### config.mk
export PLATFORM = sky130hd
export DESIGN_NAME = dvd_operand_feeder
export DESIGN_NICKNAME = d
export VERILOG_FILES = /design/src/rtl/dvd_operand_feeder.sv
export SDC_FILE = /design/constraint.sdc
export NUM_CORES = 1
export LEC_CHECK = 0
export BUFFER_PORTS_ARGS = -buffer_cell sky130_fd_sc_hd__buf_2
export CAP_MARGIN = 10
export CELL_PAD_IN_SITES_DETAIL_PLACEMENT = 0
export CELL_PAD_IN_SITES_GLOBAL_PLACEMENT = 1
export CORE_MARGIN = 5
export CORE_UTILIZATION = 50
export DETAILED_ROUTE_END_ITERATION = 10
export PLACE_DENSITY_LB_ADDON = 0.25
export SYNTH_ARGS = -nofsm -noshare
export SYNTH_HDL_FRONTEND = slang
export SYNTH_SLANG_ARGS = --single-unit
### constraint.sdc
create_clock -name clk -period 5.26 [get_ports clk]
set_clock_uncertainty 0.2 [all_clocks]
set_input_delay 0.263 -clock clk [delete_from_list [all_inputs] [get_ports clk]]
set_output_delay 0.263 -clock clk [all_outputs]
set_load 0.02 [all_outputs]
### src/rtl/dvd_operand_feeder.sv
// Operand feeder for the divider accelerator: buffers dividend/divisor pairs
// and replays each pair as two ready-gated StartData strobes.
module dvd_operand_feeder #(
    parameter int WIDTH = 8,
    parameter int DEPTH = 4,
    parameter int CNT_W = 8
) (
    input  logic                         clk,
    input  logic                         rst,
    input  logic                         PushValid,
    input  logic [WIDTH-1:0]             PushDividend,
    input  logic [WIDTH-1:0]             PushDivisor,
    output logic                         PushReady,
    input  logic                         ReadyToAccept,
    input  logic                         OutBuffFull,
    output logic                         StartData,
    output logic [WIDTH-1:0]             Input_Data,
    output logic [$clog2(DEPTH+1)-1:0]   Count,
    output logic                         Busy,
    output logic [CNT_W-1:0]             PairsSent
);

    localparam int PTR_W = (DEPTH > 1) ? $clog2(DEPTH) : 1;
    localparam int CW    = $clog2(DEPTH + 1);

    localparam logic [CW-1:0]    FULL_CNT = CW'(DEPTH);
    localparam logic [CW-1:0]    CNT_ONE  = CW'(1);
    localparam logic [PTR_W-1:0] PTR_ONE  = PTR_W'(1);
    localparam logic [CNT_W-1:0] SENT_ONE = CNT_W'(1);

    localparam logic [2:0] IDLE   = 3'd0;
    localparam logic [2:0] WAIT_A = 3'd1;
    localparam logic [2:0] SEND_A = 3'd2;
    localparam logic [2:0] GAP_A  = 3'd3;
    localparam logic [2:0] WAIT_B = 3'd4;
    localparam logic [2:0] SEND_B = 3'd5;
    localparam logic [2:0] GAP_B  = 3'd6;

    logic [WIDTH-1:0] r_mem_dvd [DEPTH];
    logic [WIDTH-1:0] r_mem_dvs [DEPTH];
    logic [PTR_W-1:0] r_wr_ptr;
    logic [PTR_W-1:0] r_rd_ptr;
    logic [CW-1:0]    r_count;
    logic             r_push_ready;
    logic [2:0]       r_state;
    logic [WIDTH-1:0] r_divisor;
    logic             r_start;
    logic [WIDTH-1:0] r_data;
    logic             r_busy;
    logic [CNT_W-1:0] r_pairs;

    logic             w_push;
    logic             w_pop;
    logic [2:0]       w_state_nxt;
    logic [CW-1:0]    w_count_nxt;

    // A full FIFO refuses pushes even when a pop lands in the same cycle.
    assign w_push = PushValid && r_push_ready;
    assign w_pop  = (r_state == IDLE) && (r_count != {CW{1'b0}}) && !OutBuffFull;

    // Next-state logic for the pair replay sequence
    always_comb begin
        w_state_nxt = r_state;
        case (r_state)
            IDLE:    if (w_pop) w_state_nxt = WAIT_A; else w_state_nxt = IDLE;
            WAIT_A:  if (ReadyToAccept) w_state_nxt = SEND_A; else w_state_nxt = WAIT_A;
            SEND_A:  w_state_nxt = GAP_A;
            GAP_A:   w_state_nxt = WAIT_B;
            WAIT_B:  if (ReadyToAccept) w_state_nxt = SEND_B; else w_state_nxt = WAIT_B;
            SEND_B:  w_state_nxt = GAP_B;
            GAP_B:   w_state_nxt = IDLE;
            default: w_state_nxt = IDLE;
        endcase
    end

    // Queue occupancy update
    always_comb begin
        w_count_nxt = r_count;
        if (w_push && !w_pop) begin
            w_count_nxt = r_count + CNT_ONE;
        end else if (!w_push && w_pop) begin
            w_count_nxt = r_count - CNT_ONE;
        end else begin
            w_count_nxt = r_count;
        end
    end

    // FIFO storage; contents need no reset since Count gates every read
    always_ff @(posedge clk) begin
        if (w_push) begin
            r_mem_dvd[r_wr_ptr] <= PushDividend;
            r_mem_dvs[r_wr_ptr] <= PushDivisor;
        end
    end

    // Control state, pointers and registered outputs
    always_ff @(posedge clk) begin
        if (rst) begin
            r_state      <= IDLE;
            r_wr_ptr     <= {PTR_W{1'b0}};
            r_rd_ptr     <= {PTR_W{1'b0}};
            r_count      <= {CW{1'b0}};
            r_push_ready <= 1'b1;
            r_divisor    <= {WIDTH{1'b0}};
            r_start      <= 1'b0;
            r_data       <= {WIDTH{1'b0}};
            r_busy       <= 1'b0;
            r_pairs      <= {CNT_W{1'b0}};
        end else begin
            r_state      <= w_state_nxt;
            r_count      <= w_count_nxt;
            r_push_ready <= (w_count_nxt < FULL_CNT);
            r_start      <= (w_state_nxt == SEND_A) || (w_state_nxt == SEND_B);
            r_busy       <= (w_state_nxt != IDLE);
            if (w_push) begin
                r_wr_ptr <= r_wr_ptr + PTR_ONE;
            end
            // Dividend goes straight onto the bus; divisor waits until GAP_A ends.
            if (w_pop) begin
                r_rd_ptr  <= r_rd_ptr + PTR_ONE;
                r_data    <= r_mem_dvd[r_rd_ptr];
                r_divisor <= r_mem_dvs[r_rd_ptr];
            end else if (r_state == GAP_A) begin
                r_data <= r_divisor;
            end
            if (r_state == SEND_B) begin
                r_pairs <= r_pairs + SENT_ONE;
            end
        end
    end

    assign PushReady  = r_push_ready;
    assign StartData  = r_start;
    assign Input_Data = r_data;
    assign Count      = r_count;
    assign Busy       = r_busy;
    assign PairsSent  = r_pairs;

endmodule

==> run_results.csv, run 1 <==
group,metric,value,unit
floorplanning,rows,32,
floorplanning,fp.dieW,100,microns
worst_hold_path,hold_path_startpoint,"PushValid",
critical_path,path_cells,"inv_1, ha_1, nor2b_1, nor3_4, inv_1, ha_1, o21ai_0, xor2_1, nor2b_1",
critical_path,crit_path_max_fanout,27,
floorplanning,die_h,100,microns
power_and_ir_drop,power.total,1.97,mW
clock_tree,path_clk_slew,0.10,ns
global_routing,grt_overflow,0,
global_routing,grt_max_degree,39,
status,outcome,"finished clean",
sta,finalSetupViolCount,0,
clock_tree,cts_root_buf,"clkbuf_8",
synthesis,seq_area_frac_synth,66.7,%
sta,slew_violations,0,
final_layout,final_cell_mix,"edfxtp_1, buf_2, dfxtp_1",
final_layout,drive_gt1_share,23.6,%
final_layout,layout.nets,365,
global_routing,grt_pass1_wl,11.6,mm
final_layout,final_common_cell,"edfxtp_1",
critical_path,arrival,2.87,ns
run,cap_viol_max_count,0,
sta,setup_tns,0,ns
synthesis,yosysWarnings,0,
global_routing,grt_use_total,15.2,%
critical_path,end_kind,"flop",
power_and_ir_drop,p_per_area,423,mW/mm^2
power_and_ir_drop,swShare,31.0,%
sta,rsz0062_at_grt,"false",
sta,slew-limit-headroom,40.2,%
sta,layout_worst_path_cycle_share,52.8,%
global_routing,grt_antenna_before_repair,0,
global_routing,grt_pass1_vias,2307,
final_layout,area_growth_syn_to_layout,14.9,%
sta,worstMarginPinSlew,0.897,ns
clock_tree,tritoncts,"done",
synthesis,ys_seq_elements,103,
synthesis,netlist_area,0.00405,sq mm
final_layout,fin_cells,441,
final_layout,diodes,0,
clock_tree,cts_sinks,103,
place,gp_congestion,0.747,
critical_path,rrSetupSlack,2.49,ns
power_and_ir_drop,ir_worst_vdd,185,uV
worst_hold_path,min_path_type,"input pin to flop",
critical_path,cp-start-kind,"flop",
power_and_ir_drop,sequentialPowerShare,53.5,%
synthesis,synth_area_per_cell,14.5,sq um
floorplanning,core,0.00781,sq mm
synthesis,yosysTopAreaCell,"edfxtp_1",
critical_path,rr_endpoint,"Count[2]",
critical_path,cp_num_buf_inv,2,
final_layout,finalInstanceArea,0.00466,sq mm
drt,postRouteWirelength,7.06,mm
place,placed_cells,408,
synthesis,ys_types,35,
critical_path,cp-endpoint,"Count[2]",
floorplanning,initial_core_util,51.9,%
place,placed_cell_area,0.00431,sq mm
power_and_ir_drop,p_int,1.36,mW
drt,dr.pass1.iters,4,
drt,wl_per_cell,16.0,microns
clock_tree,insertion_delay,0.35,ns
floorplanning,ioPinCount,43,
synthesis,yosys.area.top_type_share,47.4,%
drt,route.antenna.remaining_nets,0,
critical_path,cp_num_cells,9,
critical_path,setup.worst_path.start,"Count[0]",
synthesis,synth_cells,279,
critical_path,required,5.35,ns
drt,drc,0,
drt,num_vias,2295,
place,port-buffer-count,42,
clock_tree,post_cts_resized,0,
power_and_ir_drop,power_frac_clock,22.9,%
critical_path,critPathTopFamily,"simple AND/OR/NAND/NOR gates",
critical_path,ff2ff_path_depth,9,
critical_path,r2r-start,"Count[0]",
critical_path,cp_slowest_cell,"nor3_4",
power_and_ir_drop,combPwrFrac,23.7,%
power_and_ir_drop,p_sw,0.610,mW
critical_path,slowest_delay,0.72,ns
sta,fmax,360,MHz
synthesis,synth_nets,310,
sta,min_period,2.77,ns
sta,holdWs,0.149,ns
clock_tree,cts_setup_buffers,0,
floorplanning,die-area,0.0100,sq mm
drt,avgViaCountPerCell,5.20,
sta,finalHoldViolCount,0,
clock_tree,cts_made_buffers,9,
drt,drt_iter0_markers,87,
place,hpwl,4.54,mm
synthesis,synthTopCellsByArea,"edfxtp_1, dfxtp_1, mux4_2",
clock_tree,htreeDepth,3,
clock_tree,ctsLongestPathBuffers,2,
critical_path,critical_path_class,"flop to flop",
power_and_ir_drop,p_leak,1.64,nW
-- through the flow --
step / utilization [%] / setup slack, ns
detailed placement: 55.2 / 2.47
floorplan: - / 2.73
global placement: 55.2 / 2.52
global route: 59.6 / 2.20
finish: 59.6 / 2.49
CTS: 59.6 / 2.45
-- flip-flops by register name (all words and copies together) (netlist names), named ones only --
| register | count |
|---|---|
| r_mem_dvd | 32 |
| r_wr_ptr | 2 |
| StartData | 1 |
| PairsSent | 8 |
| r_mem_dvs | 32 |
| r_rd_ptr | 2 |
| Input_Data | 8 |
| PushReady | 1 |
| r_state | 3 |
| Busy | 1 |
| Count | 3 |
| r_divisor | 8 |
-- repair_timing --
action	CTS	global route
setup endpoints to repair	0	0
hold endpoints to repair	65	0
hold buffers	17	0
-- synth_stat cells, drive strengths merged --
library cell,count
buf,8
a21o,1
nor2,24
nor4b,2
clkbuf,7
xor2,4
inv,6
nand3,1
o21ai,5
and3b,1
dfxtp,39
ha,10
nand2b,9
xnor2,7
or2b,1
a21oi,15
nand3b,3
nand4,3
or3,2
a311oi,8
mux4,16
nor3,3
nand2,28
o31ai,1
and3,5
edfxtp,64
nor2b,2
nor3b,2
a211oi,2
-- how the worst min path moves through the flow --
stage	endpoint	cells past startpoint
finish	r_wr_ptr[1]	4
CTS	r_wr_ptr[1]	4
global route	r_divisor[3]	4
detailed placement	r_divisor[2]	2
global placement	r_divisor[2]	2
floorplan	r_mem_dvd[0][0]	0
-- worst reg2reg max path: stages (launching register included) --
cell and delay [ns]:
dfxtp_1 0.40, inv_1 0.08, ha_1 0.19, nor2b_1 0.21, nor3_4 0.72, inv_1 0.11
ha_1 0.27, o21ai_0 0.21, xor2_1 0.19, nor2b_1 0.13
-- cell type report --
cell class	count	area, sq um
inverters	6	22.5
flip-flops and latches	103	2700
clock buffers	9	124
multi-input cells	155	1240
repair buffers	59	380
well taps	102	128
fillers	641	3150
clock inverters	7	55.1
-- power groups by stage --
stage          Sequential [mW]  Clock (mW)  Combinational [mW]
2_1_floorplan             1.06           0               0.363
3_3_place_gp              1.07           0               0.457
3_5_place_dp              1.07           0               0.465
4_1_cts                   1.05       0.465               0.475
5_1_grt                   1.07       0.509               0.514
6_report                  1.05       0.450               0.466
-- cells by family after synthesis --
family / Yosys count / share of synthesized area [%]
mux: 16 / 8.89
fa+ha+maj: 10 / 3.09
simple gates: 86 / 10.7
flops: 103 / 66.7
xor+xnor: 11 / 2.38
buf+inv: 21 / 2.62
compound gates: 32 / 5.59
-- metal layers --
| layer | share of wire [%] | wire length (microns) | up-vias | GRT usage, % |
|---|---|---|---|---|
| met1 | 44 | 3080 | 1114 | 19.1 |
| met2 | 51 | 3580 | 40 | 25.9 |
| met4 | 1.3 | 89 | 0 | 5.28 |
| met5 | 0 | 0 | - | 0 |
| met3 | 4.3 | 305 | 6 | 3.75 |
| li1 | - | - | 1135 | - |
(Power assumes the default switching activity.)
==> inputs of run 2 (changes only) <==
--- a/config.mk
+++ b/config.mk
@@ -5,12 +5,13 @@
 export SDC_FILE = /design/constraint.sdc
 export NUM_CORES = 1
 export LEC_CHECK = 0
+export ABC_AREA = 1
 export BUFFER_PORTS_ARGS = -buffer_cell sky130_fd_sc_hd__buf_2
 export CAP_MARGIN = 10
 export CELL_PAD_IN_SITES_DETAIL_PLACEMENT = 0
 export CELL_PAD_IN_SITES_GLOBAL_PLACEMENT = 1
 export CORE_MARGIN = 5
-export CORE_UTILIZATION = 50
+export CORE_UTILIZATION = 41
 export DETAILED_ROUTE_END_ITERATION = 10
 export PLACE_DENSITY_LB_ADDON = 0.25
 export SYNTH_ARGS = -nofsm -noshare
==> constraint.sdc (replaced) <==
create_clock -name clk -period 2.55 [get_ports clk]
set_clock_uncertainty 0.2 [all_clocks]
set_input_delay 0.1275 -clock clk [delete_from_list [all_inputs] [get_ports clk]]
set_output_delay 0.1275 -clock clk [all_outputs]
set_load 0.02 [all_outputs]
==> run 2 against run 1 <==
Against the previous run:
- clock power up 91%
- total power up 110%
- via count up 28%
- design area up 5.3%
- die area up 24%
- highest routed layer unchanged
==> run_results.csv, run 2 <==
group,metric,value,unit
global_routing,grt_antenna_before_repair,0,
critical_path,end_kind,"flop",
global_routing,grt_use_total,14.0,%
synthesis,ys_types,24,
drt,route.antenna.remaining_nets,0,
critical_path,slowest_delay,0.42,ns
final_layout,drive_gt1_share,14.3,%
critical_path,rr_endpoint,"PushReady",
synthesis,netlist_area,0.00421,sq mm
global_routing,grt_overflow,0,
power_and_ir_drop,power_frac_clock,21.2,%
sta,fmax,492,MHz
sta,slew-limit-headroom,62.8,%
sta,setup_tns,0,ns
drt,num_vias,2933,
final_layout,diodes,0,
synthesis,synth_fa_ha_area_share,2.97,%
clock_tree,insertion_delay,0.36,ns
final_layout,final_cell_mix,"nor2_1, nand2_1, edfxtp_1",
global_routing,grt_pass1_wl,13.8,mm
critical_path,critical_path_class,"flop to flop",
drt,drc,0,
clock_tree,ctsHoldBuffers,19,
synthesis,synth_enable_flop_cells,64,
critical_path,cp_num_buf_inv,3,
clock_tree,htreeDepth,3,
synthesis,seq_area_frac_synth,64.2,%
drt,postRouteWirelength,8.36,mm
synthesis,yosys.area.top_type_share,45.7,%
power_and_ir_drop,p_per_area,827,mW/mm^2
floorplanning,core,0.0102,sq mm
status,outcome,"finished clean",
final_layout,fin_util,48.1,%
place,port-buffer-count,42,
sta,finalSetupViolCount,0,
synthesis,synth_compound_area_share,11.4,%
critical_path,required,2.61,ns
clock_tree,cts_made_buffers,9,
drt,dr.pass1.iters,4,
clock_tree,post_cts_resized,0,
synthesis,yosysWarnings,0,
sta,holdWs,0.0624,ns
critical_path,critPathTopFamily,"simple AND/OR/NAND/NOR gates",
final_layout,nFillCells,979,
final_layout,layout.nets,518,
drt,drt_iter0_markers,182,
critical_path,path_cells,"inv_1, ha_1, nand2_1, nand3_4, clkinv_4, ha_1, nand3_1, o21ai_0, o21ai_0, nor2_1, inv_1",
power_and_ir_drop,combPwrFrac,27.0,%
clock_tree,path_clk_slew,0.10,ns
sta,layout_worst_path_cycle_share,79.6,%
synthesis,ys.flop_type,"edfxtp_1",
synthesis,synth_nets,454,
power_and_ir_drop,p_int,2.70,mW
critical_path,crit_path_max_fanout,18,
final_layout,final_common_cell,"nor2_1",
clock_tree,tritoncts,"done",
critical_path,arrival,2.09,ns
critical_path,rrSetupSlack,0.52,ns
final_layout,area_growth_syn_to_layout,16.4,%
floorplanning,die_h,111,microns
sta,worstMarginPinSlew,0.557,ns
synthesis,synth_area_per_cell,9.95,sq um
synthesis,yosys.area_share.simple,15.7,%
synthesis,synth_cells,423,
power_and_ir_drop,sequentialPowerShare,51.8,%
synthesis,muxShareOfSynthArea,0,%
worst_hold_path,whs_path_depth,3,
critical_path,cp-start-kind,"flop",
sta,rsz0062_at_grt,"false",
run,cap_viol_max_count,0,
floorplanning,fp.dieW,111,microns
critical_path,r2r-start,"Count[0]",
synthesis,synth_top_family_by_area,"simple AND/OR/NAND/NOR gates",
clock_tree,cts_sinks,103,
place,gp_congestion,0.761,
synthesis,synthTopCellsByArea,"edfxtp_1, dfxtp_1, nor2_1",
floorplanning,rows,37,
final_layout,reg.largest.list,"r_mem_dvd: 32 flops, r_mem_dvs: 32 flops",
clock_tree,ctsLongestPathBuffers,2,
synthesis,synth-xor-area-share,0,%
place,hpwl,5.45,mm
clock_tree,cts_setup_buffers,0,
floorplanning,die-area,0.0124,sq mm
sta,slew_violations,0,
critical_path,cp_slowest_cell,"dfxtp_1",
critical_path,setup.worst_path.start,"Count[0]",
critical_path,cp_num_cells,11,
drt,avgViaCountPerCell,4.68,
power_and_ir_drop,swShare,33.4,%
critical_path,ff2ff_path_depth,11,
global_routing,grt_pass1_vias,2788,
synthesis,yosysTopAreaCell,"edfxtp_1",
synthesis,async_reset_ff_share,0,%
global_routing,grt_max_degree,23,
clock_tree,cts_root_buf,"clkbuf_8",
synthesis,synth.most_common_cell,"nor2_1",
worst_hold_path,min_path_type,"input pin to flop",
power_and_ir_drop,p_sw,1.35,mW
synthesis,ys_seq_elements,103,
power_and_ir_drop,p_leak,1.94,nW
floorplanning,ioPinCount,43,
floorplanning,initial_core_util,41.3,%
power_and_ir_drop,ir_worst_vdd,366,uV
critical_path,cp-endpoint,"PushReady",
sta,finalHoldViolCount,0,
drt,wl_per_cell,13.3,microns
synthesis,netlist_top_cells_count,"nor2_1, nand2_1, edfxtp_1",
sta,min_period,2.03,ns
## run 2: changes by cell type after synthesis, sizes merged, moves of 11 or more
cell	before	now
a21oi	15	31
inv	6	35
mux4	16	0
nand2	28	65
nand3	1	12
nor2	24	83
o21ai	5	60
## run 2: stage by stage
step / std cells / power, mW / cell area (sq um) / setup slack [ns]
floorplan: 423 / 2.92 / 4210 / 0.449
global placement: 593 / 3.22 / 4560 / 0.620
detailed placement: 593 / 3.23 / 4560 / 0.524
CTS: 627 / 4.12 / 4900 / 0.505
global route: 627 / 4.35 / 4900 / 0.283
finish: 627 / 4.05 / 4900 / 0.519
## run 2: area by class of cell
cell class | count | area, sq um | area share (%)
Timing Repair Buffer | 69 | 460 | 9.39
Tap cell | 136 | 170 | 3.47
Clock buffer | 11 | 131 | 2.68
Inverter | 37 | 144 | 2.94
Sequential cell | 103 | 2700 | 55.1
Multi-Input combinational cell | 267 | 1270 | 25.9
Clock inverter | 4 | 23.8 | 0.485
## run 2: tightest hold or removal path: stages
cell	delay (ns)
buf_2	0.10
nand2_1	0.24
a21oi_1	0.11
## run 2: worst min path at each step
stage / startpoint / end / slack [ns]
floorplan: PushDividend[0] / r_mem_dvd[0][0] / 0.03
global placement: PushDividend[1] / r_mem_dvd[1][1] / 0.14
detailed placement: PushDividend[3] / r_mem_dvd[1][3] / 0.14
CTS: PushValid / r_wr_ptr[0] / 0.06
global route: PushValid / r_wr_ptr[0] / 0.05
finish: PushValid / r_wr_ptr[0] / 0.06
## run 2: layer usage
layer | GRT usage [%] | routed length (microns)
met1 | 17.9 | 3850
met2 | 22.9 | 4010
met3 | 3.60 | 366
met4 | 5.11 | 129
met5 | 0 | 0
## run 2: logic make-up after synthesis
family          Yosys count
compound gates           93
fa+ha+maj                10
buf+inv                  53
flops                   103
simple gates            164
## run 2: power groups by stage
stage | Combinational, mW | Clock [mW] | Sequential, mW
after floorplan | 0.728 | 0 | 2.19
after CTS | 1.12 | 0.900 | 2.10
after global routing | 1.26 | 0.969 | 2.12
after detailed placement | 1.09 | 0 | 2.14
after global placement | 1.08 | 0 | 2.13
final | 1.09 | 0.858 | 2.10
